**src/rtl/anim_pkg.sv**
```systemverilog
// Shared types for the sprite animation blocks: palette codes, ghost channel states, code field widths.
// Pure declarations; no latency or flow control.
// Consumers import anim_pkg::* and size their output buses from CODE_W.
package anim_pkg;

    localparam int CODE_W        = 4;
    localparam int FRAME_FIELD_W = 2;

    typedef enum logic [1:0] {
        PAL_NORMAL = 2'b00,
        PAL_BLUE   = 2'b01,
        PAL_WHITE  = 2'b10
    } palette_t;

    typedef enum logic {
        NORMAL = 1'b0,
        SCARED = 1'b1
    } ghost_state_t;

endpackage

```
**src/rtl/anim_prescaler.sv**
```systemverilog
// Divides the enabled clock into one tick every PERIOD enabled cycles; restart resynchronises the phase.
// Latency: tick is combinational from the count register, so it is high during the last cycle of each period.
// No backpressure: enable=0 freezes the count, and restart wins over a coincident wrap.
module anim_prescaler #(
    parameter int PERIOD = 5_000_000,
    parameter int CNT_W  = 23
) (
    input  logic clk,
    input  logic reset,
    input  logic enable,
    input  logic restart,
    output logic tick
);

    localparam logic [CNT_W-1:0] LAST = CNT_W'(PERIOD - 1);

    logic [CNT_W-1:0] cnt;

    assign tick = enable && (cnt == LAST);

    always_ff @(posedge clk) begin
        if (reset || restart || tick) begin
            cnt <= '0;
        end else if (enable) begin
            cnt <= cnt + 1'b1;
        end
    end

endmodule

```
**src/rtl/ghost_anim_seq.sv**
```systemverilog
// Multi-channel ghost animation sequencer: lockstep frame counter, shared fright timer, per-ghost palette FSMs.
// Latency: ghost_code and fright_active are registered, one cycle after the input pulse or tick.
// No backpressure: enable=0 pauses the frames and the timer; fright_start and eaten act on every cycle.
module ghost_anim_seq
    import anim_pkg::*;
#(
    parameter int NUM_CH       = 4,
    parameter int NUM_FRAMES   = 2,
    parameter int PERIOD       = 5_000_000,
    parameter int CNT_W        = 23,
    parameter int FRIGHT_TICKS = 40,
    parameter int FLASH_TICKS  = 10
) (
    input  logic                     clk,
    input  logic                     reset,
    input  logic                     enable,
    input  logic                     restart,
    input  logic                     fright_start,
    input  logic [NUM_CH-1:0]        eaten,
    output logic [NUM_CH*CODE_W-1:0] ghost_code,
    output logic                     fright_active
);

    localparam int TIMER_W = $clog2(FRIGHT_TICKS + 1);
    localparam logic [TIMER_W-1:0]       T_LOAD  = TIMER_W'(FRIGHT_TICKS);
    localparam logic [TIMER_W-1:0]       T_FLASH = TIMER_W'(FLASH_TICKS);
    localparam logic [TIMER_W-1:0]       T_ONE   = TIMER_W'(1);
    localparam logic [FRAME_FIELD_W-1:0] F_LAST  = FRAME_FIELD_W'(NUM_FRAMES - 1);

    logic                     tick;
    logic [FRAME_FIELD_W-1:0] frame_q, frame_nxt;
    logic [TIMER_W-1:0]       timer_q, timer_nxt;
    logic                     expire;
    wire  [NUM_CH*CODE_W-1:0] code_nxt;

    anim_prescaler #(
        .PERIOD (PERIOD),
        .CNT_W  (CNT_W)
    ) u_prescaler (
        .clk     (clk),
        .reset   (reset),
        .enable  (enable),
        .restart (restart),
        .tick    (tick)
    );

    always_comb begin
        frame_nxt = frame_q;
        if (restart) begin
            frame_nxt = '0;
        end else if (tick) begin
            frame_nxt = (frame_q == F_LAST) ? '0 : frame_q + 1'b1;
        end
    end

    // A load always beats a coincident tick, so a reload never expires the fright.
    always_comb begin
        timer_nxt = timer_q;
        expire    = 1'b0;
        if (fright_start) begin
            timer_nxt = T_LOAD;
        end else if (tick && timer_q != '0) begin
            timer_nxt = timer_q - 1'b1;
            expire    = (timer_q == T_ONE);
        end
    end

    for (genvar i = 0; i < NUM_CH; i++) begin : g_ch
        ghost_state_t state_q, state_nxt;
        palette_t     pal_nxt;

        always_ff @(posedge clk) begin
            if (reset) begin
                state_q <= NORMAL;
            end else begin
                state_q <= state_nxt;
            end
        end

        always_comb begin
            state_nxt = state_q;
            case (state_q)
                NORMAL:  if (fright_start && !eaten[i]) state_nxt = SCARED;
                SCARED:  if (eaten[i] || expire)        state_nxt = NORMAL;
                default: state_nxt = NORMAL;
            endcase
        end

        // Palette is derived from next-state values so the registered code lines up with the update edge.
        always_comb begin
            pal_nxt = PAL_NORMAL;
            if (state_nxt == SCARED) begin
                if (timer_nxt > T_FLASH || timer_nxt[0]) begin
                    pal_nxt = PAL_BLUE;
                end else begin
                    pal_nxt = PAL_WHITE;
                end
            end
        end

        assign code_nxt[i*CODE_W +: CODE_W] = {pal_nxt, frame_nxt};
    end

    always_ff @(posedge clk) begin
        if (reset) begin
            frame_q       <= '0;
            timer_q       <= '0;
            ghost_code    <= '0;
            fright_active <= 1'b0;
        end else begin
            frame_q       <= frame_nxt;
            timer_q       <= timer_nxt;
            ghost_code    <= code_nxt;
            fright_active <= (timer_nxt != '0);
        end
    end

endmodule

```
**config.mk**
```make
export PLATFORM = sky130hd
export DESIGN_NAME = ghost_anim_seq
export DESIGN_NICKNAME = d
export VERILOG_FILES = /design/src/rtl/anim_pkg.sv /design/src/rtl/anim_prescaler.sv /design/src/rtl/ghost_anim_seq.sv
export SDC_FILE = /design/constraint.sdc
export NUM_CORES = 1
export LEC_CHECK = 0
export CORE_AREA = 5 5 77 79
export CTS_CLUSTER_DIAMETER = 200
export DETAILED_ROUTE_END_ITERATION = 16
export DIE_AREA = 0 0 82 84
export SYNTH_ARGS = -nofsm -noshare
export SYNTH_HDL_FRONTEND = slang
export SYNTH_SLANG_ARGS = --single-unit
```
**constraint.sdc**
```tcl
create_clock -name clk -period 5.1 [get_ports clk]
set_clock_uncertainty 0.1 [all_clocks]
set_input_delay 1.02 -clock clk [delete_from_list [all_inputs] [get_ports clk]]
set_output_delay 1.02 -clock clk [all_outputs]
set_load 0.03 [all_outputs]
```
After elaboration in Yosys (flattened, before gate mapping)
Index checks and enable logic that the tools add are counted.

word-level totals
  register bits after elaboration = 52
  input bits = 9
  output and inout bits = 17
  logic and storage cells = 71

cells by class
  $add $sub $neg = 3
  magnitude comparators = 1
  equality and inequality tests = 3
  muxes and demuxes = 20
  bitwise gates (word level) = 8
  reduce and logical (&&, ||, !) cells = 23

operator list
  kind                   count
  $add 23x1->23 const B  1
  $eq 23x23->1 const B   1
  $mux 6                 2
  $reduce_bool 6->1      2
  $mux 1                 10
  $mux 2                 4
  $not 1->1              8
  $pmux 1 s2             4
  $reduce_or 2->1        4
  $logic_or 1x1->1       7
  $eq 6x1->1 const B     1
  $gt 6x4->1 const B     1
  $logic_and 1x1->1      6
  $sub 6x1->6 const B    1
  $logic_not 1->1        4
  $add 2x1->2 const B    1
  $eq 2x1->1 const B     1

Longest topological paths before layout
Gate-level depths: netlist of run 1.

  depth after elaboration = 10
  gate-level depth with buffers = 8
  mapped depth without buffers = 8

Cells and area by module
A second synthesis of run 1 with hierarchy kept.

second synthesis, totals
  cell total of the unflattened synthesis = 236
  area, all modules = 2112.0 µm²

by module, submodules not included
  module          instances  cells an instance  area each (µm²)  sequential area each (µm²)
  anim_prescaler  1          130                1111.1           460.4
  ghost_anim_seq  1          106                1001.0           420.4

Worst setup path after synthesis of run 1
No wires, ideal clock.

  kind = input to register
  start = input port enable
  end = register ghost_code[11]
  setup time = 65 ps
  arrival time = 2230 ps
  required time = 4935 ps
  setup slack = 2705 ps
  cell stages on the path = 6
  buffers on the path = 0
  cells stage by stage = and4_1 > nand3_1 > nor3_4 > nand3_2 > a221o_1 > nor2_1

on the way
  longest elaborated chain between the ends = 9
  elaborated cells on any way between the ends = 14
  those cells by class = 1 x order compare; 7 x mux; 1 x bitwise; 5 x reduce/logical

ends and longest elaborated chain
  item                                                                RTL line               source
  start, declared                                                     ghost_anim_seq.sv:16   input logic enable,
  $logic_and 1x1->1 (*)                                               anim_prescaler.sv:19   assign tick = enable && (cnt == LAST);
  $logic_and 1x1->1 (*)                                               ghost_anim_seq.sv:62   end else if (tick && timer_q != '0) begin
  parallel branches: the longest is 7 deep, another holds $gt 6x4->1  n/a
  end signal, assigned                                                ghost_anim_seq.sv:113  ghost_code <= code_nxt;
  end, declared                                                       ghost_anim_seq.sv:20   output logic [NUM_CH*CODE_W-1:0] ghost_code,

Mark *: on every way between the ends.
A chain may end at the register's enable or synchronous reset.

Final worst setup path of run 1
  start = input port enable
  end = register u_prescaler.cnt[16]

on the way
  longest elaborated chain between the ends = 2

ends and longest elaborated chain
  item                  RTL line              source
  $logic_and 1x1->1     anim_prescaler.sv:19
  $logic_or 1x1->1      anim_prescaler.sv:22  if (reset || restart || tick) begin
  end signal, assigned  anim_prescaler.sv:25  cnt <= cnt + 1'b1;
  end, declared         anim_prescaler.sv:17  logic [CNT_W-1:0] cnt;

Several ways; a longest one is shown, not always the timed one.

==> results of run 1 <==
through the flow:
step	hold WS, ns	setup slack, ns	area (µm²)	cells	power [mW]
after floorplan	0.372	2.71	2010	228	0.385
final	0.376	1.91	2400	320	0.672
after detailed placement	0.370	1.59	2270	312	0.401
after global placement	0.363	1.69	2270	312	0.401
after CTS	0.382	1.91	2400	320	0.680
after global routing	0.431	1.69	2400	320	0.700
where the power goes:
| part | switching, mW | total (mW) | leakage [nW] | internal [mW] |
|---|---|---|---|---|
| clock | 0.119 | 0.280 | 0.0614 | 0.160 |
| combinational | 0.0228 | 0.0406 | 0.424 | 0.0178 |
| sequential | 0.00323 | 0.352 | 0.357 | 0.349 |
| total | 0.145 | 0.672 | 0.842 | 0.527 |
kinds of logic (layout without fill, tap and decap cells):
family / count (synthesis) / after routing / synth area share, %
compound gates: 24 / 24 / 8.22
xor+xnor: 24 / 24 / 10.5
fa+ha+maj: 3 / 3 / 1.87
buf+inv: 23 / 43 / 5.60
flops: 44 / 44 / 43.8
mux: 2 / 2 / 0.996
simple gates: 108 / 108 / 29.0
layer usage:
| layer | share of wire (%) | up-vias | wire, µm |
|---|---|---|---|
| met3 | 3.9 | 2 | 149 |
| met1 | 50 | 727 | 1940 |
| met2 | 45 | 27 | 1720 |
| met5 | 0 | - | 0 |
| li1 | - | 821 | - |
| met4 | 0.88 | 0 | 34 |
critical path, delay by kind of cell:
kind,cells,cell delay [ns]
buffers and inverters,1,0.58
and+or+nand+nor,5,1.62
layout make-up:
class / instances / area [µm²] / share of cell area, %
flip-flops and latches: 44 / 881 / 36.8
well taps: 72 / 90.1 / 3.76
repair buffers: 25 / 250 / 10.4
multi-input cells: 161 / 1020 / 42.4
clock buffers: 6 / 82.6 / 3.45
inverters: 10 / 37.5 / 1.57
clock inverters: 2 / 38.8 / 1.62
cells in the mapped netlist (4+ instances only):
| cell type | instances | area (µm²) |
|---|---|---|
| dfxtp_1 | 44 | 881 |
| nor2_1 | 38 | 143 |
| nand2_1 | 17 | 63.8 |
| xnor2_1 | 12 | 105 |
| xor2_1 | 12 | 105 |
| nor3_1 | 11 | 55.1 |
| or3_1 | 11 | 68.8 |
| a21oi_1 | 10 | 50.1 |
| inv_1 | 10 | 37.5 |
| nand4_1 | 8 | 50.1 |
| buf_4 | 6 | 45.0 |
| clkbuf_1 | 4 | 15.0 |
| nand3_1 | 4 | 20.0 |
registers in the layout (all words and copies together), names as in the netlist:
signal,flops
fright_active,1
g_ch.state_q,4
ghost_code,10
timer_q,6
u_prescaler.cnt,23
final timing paths:
path	from	to	slack, ns	cells after the start
setup / recovery	enable	u_prescaler.cnt[16]$_SDFFE_PP0P_	1.91	6
hold / removal	ghost_code[9]$_SDFFE_PP0P_	ghost_code[9]$_SDFFE_PP0P_	0.38	2
setup reg to reg	u_prescaler.cnt[0]$_SDFFE_PP0P_	u_prescaler.cnt[16]$_SDFFE_PP0P_	2.67	6
hold reg to reg	ghost_code[9]$_SDFFE_PP0P_	ghost_code[9]$_SDFFE_PP0P_	0.38	2
cells in the final DEF, fill, tap and decap left out, types with 4 or more instances in the layout:
| cell type | instances |
|---|---|
| xnor2_1 | 12 |
| inv_1 | 10 |
| nor3_1 | 11 |
| xor2_1 | 12 |
| clkbuf_8 | 6 |
| nand4_1 | 8 |
| clkdlybuf4s50_1 | 25 |
| nand2_1 | 17 |
| nand3_1 | 4 |
| nor2_1 | 38 |
| or3_1 | 11 |
| dfxtp_1 | 44 |
| a21oi_1 | 10 |
==> out/qor.yml, run 1 <==
status: "finished, final reports clean"
syn-cell-area_um2: 2010
grt_max_degree: 24
track_usage_pct: 12.1
antenna_found_initial: 0
post-route-util_pct: 45.5
cts_tree: "yes"
hold_path_class: "reg2reg"
ctsHoldBuffers: 0
use_met2_pct: 18.3
first_global_vias: 1453
initial_core_util_pct: 38.1
cts.path.max_buffers: 2
setup_viol: 0
crit_chain: "clkdlybuf4s50_1, and4_1, nand3_1, nor3_1, nand2b_1, nor2_1"
cts-root-buf: "clkbuf_8"
grt_util_met1_pct: 16.5
synth_warnings: 0
gp_congestion: 0.748
slew-limit-headroom_pct: 41.3
num_vias: 1577
clk_latency_ns: 0.29
overflow: 0
worst-setup-path-type: "in2reg"
rows: 27
finalCritPeriodShare_pct: 62.6
clk_transition_reported_paths_ns: 0.08
ys_types: 43
die_w_um: 82
place_hpwl_mm: 2.80
cap_violations: 0
syn_avg_cell_area_um2: 8.81
vias_per_cell: 4.93
worstPathRequired_ns: 5.14
synthFlopType: "dfxtp_1"
critPathArrivalTime_ns: 3.23
diodes: 0
cts.sinks: 44
areaGrowthSynthToFinish_pct: 19.2
dieArea_um2: 6890
hold_violations: 0
grt-busiest-layer: "met2"
end_kind: "flip-flop"
p_leak_nw: 0.842
critical_path_peak_fanout: 23
ant_nets: 0
vdd_drop_max_v: 0.000185
cts_buffers: 5
drive_gt1_share_pct: 6.45
grt_pass1_wl_mm: 6.63
fin_crit_ns: 3.19
slew_viol_final: 0
syn_nets: 240
worstMarginPinSlew_ns: 0.880
yosysSeqAreaShare_pct: 43.8
slowest_delay_ns: 0.74
cp-start-kind: "input port"
async_reset_ff_share_pct: 0
max_freq_mhz: 313
cts_resized: 0
cp_slowest_cell: "nand2b_1"
netlist_instances: 228
synth_edf_count: 0
cts.htree.levels: 2
fin_setup_tns_ns: 0
drc: 0
ios: 26
p_per_area_nw_per_um2: 281
nets: 259
io_buffers: 25
drt_iter0_markers: 84
drtPass1Iterations: 4
rsz0062_at_grt: "false"
core_area_um2: 5270
postCtsSetupRepairBufs: 0
die_y_um: 84
routed_wl_mm: 3.84
avgRoutedWirePerCell_um: 12.0
grt_use_met3_pct: 2.92
fill_cells: 556
ys_ff_latch: 44
No activity file was read; power rests on OpenSTA's default activity.
==> run 2: changes to the inputs <==
clock period = 3.1 ns   (was 5.1 ns; I/O delays follow)
==> out/qor.yml, run 2 (synthesis gave the netlist of run 1 again) <==
dieArea_um2: 6890
cts_buffers: 5
setup_viol: 0
vdd_drop_max_v: 0.000175
fin_area_um2: 2440
num_vias: 1599
nets: 264
track_usage_pct: 12.2
reg_top3: "u_prescaler.cnt: 23 flops, ghost_code: 10 flops, timer_q: 6 flops"
overflow: 0
regMostFlops: "u_prescaler.cnt"
antenna_found_initial: 0
cts_resized: 0
critPathArrivalTime_ns: 2.69
ant_nets: 0
drc: 0
ctsHoldBuffers: 0
hold_violations: 0
initial_core_util_pct: 38.1
worstRegToRegCells: 8
p_leak_nw: 0.865
fin_setup_tns_ns: 0
cts.htree.levels: 2
drt_iter0_markers: 48
avgRoutedWirePerCell_um: 11.8
worstPathRequired_ns: 3.17
diodes: 0
holdPathStages: 2
routed_wl_mm: 3.84
worst-setup-path-type: "in2reg"
grt_max_degree: 24
vias_per_cell: 4.92
place_hpwl_mm: 2.81
rsz0062_at_grt: "false"
max_freq_mhz: 382
most-common-layout-cells: "dfxtp_1, nor2_1, clkdlybuf4s50_1"
cts_tree: "yes"
timing.reg2reg.setup_slack_ns: 0.79
end_kind: "flip-flop"
clk_latency_ns: 0.29
total_power_mw: 1.08
worstMarginPinSlew_ns: 0.498
hp-start: "ghost_code[9]$_SDFFE_PP0P_"
first_global_vias: 1449
io_buffers: 25
cts-root-buf: "clkbuf_8"
finalCritPeriodShare_pct: 84.4
die_y_um: 84
grt_pass1_wl_mm: 6.58
core_area_um2: 5270
largest_reg_flops: 23
p_per_area_nw_per_um2: 444
status: "finished, final reports clean"
clk_transition_reported_paths_ns: 0.08
ios: 26
rows: 27
slew-limit-headroom_pct: 66.5
areaGrowthSynthToFinish_pct: 21.2
postCtsSetupRepairBufs: 0
holdPathEnd: "ghost_code[9]$_SDFFE_PP0P_"
r2r-start: "timer_q[0]$_SDFF_PP0_"
cp-start-kind: "input port"
gp_congestion: 0.792
cts.sinks: 44
die_w_um: 82
placed_area_um2: 2320
drtPass1Iterations: 5
drive_gt1_share_pct: 8.30
reg2reg_to: "ghost_code[2]$_SDFF_PP0_"
layout_commonest_cell: "dfxtp_1"
critical_path_peak_fanout: 6
cts.path.max_buffers: 2
cap_violations: 0
fin_crit_ns: 2.62
hold_path_class: "reg2reg"
slew_viol_final: 0
[run 2: cell types whose count changed in the layout (fill, tap and decap cells not counted), sizes merged]
cell and delta:
buf +5, clkbuf -1, clkinvlp +1
[run 2: critical path, stage by stage]
cell,delay (ns)
clkdlybuf4s50_1,0.58
nand4_1,0.17
nor4_1,0.52
and3_1,0.23
o21ai_1,0.12
a221oi_2,0.35
nor2_1,0.10
[run 2: how the worst max path moves through the flow]
stage,startpoint,end,cells past startpoint
after detailed placement,enable,ghost_code[6]$_SDFF_PP0_,7
after floorplan,enable,ghost_code[11]$_SDFF_PP0_,6
after global routing,enable,ghost_code[6]$_SDFF_PP0_,7
after CTS,enable,ghost_code[6]$_SDFF_PP0_,7
final,enable,ghost_code[6]$_SDFF_PP0_,7
after global placement,enable,ghost_code[6]$_SDFF_PP0_,7
[run 2: stage by stage]
| stage | util [%] | std cells | hold WS, ns | setup WS [ns] |
|---|---|---|---|---|
| 2_1_floorplan | - | 228 | 0.372 | 1.11 |
| 3_3_place_gp | 44.1 | 317 | 0.363 | 0.218 |
| 3_5_place_dp | 44.1 | 317 | 0.372 | 0.199 |
| 4_1_cts | 46.2 | 325 | 0.382 | 0.512 |
| 5_1_grt | 46.2 | 325 | 0.449 | 0.341 |
| 6_report | 46.2 | 325 | 0.374 | 0.483 |
[run 2: layout make-up]
| cell class | instances | area, µm² |
|---|---|---|
| Clock buffer | 5 | 68.8 |
| Clock inverter | 3 | 42.5 |
| Fill cell | 553 | 2830 |
| Inverter | 10 | 37.5 |
| Multi-Input combinational cell | 161 | 1020 |
| Sequential cell | 44 | 881 |
| Tap cell | 72 | 90.1 |
| Timing Repair Buffer | 30 | 300 |
[run 2: power breakdown]
| group | internal [mW] | switching (mW) |
|---|---|---|
| clock | 0.238 | 0.193 |
| sequential | 0.574 | 0.00514 |
| combinational | 0.0327 | 0.0382 |
| total | 0.845 | 0.236 |
[run 2: routing by layer]
metal	vias to the layer above	GRT usage [%]	wire (µm)
met1	724	16.2	1910
li1	830	-	-
met2	36	17.8	1620
met5	-	0	0
met3	9	3.02	212
met4	0	6.34	99
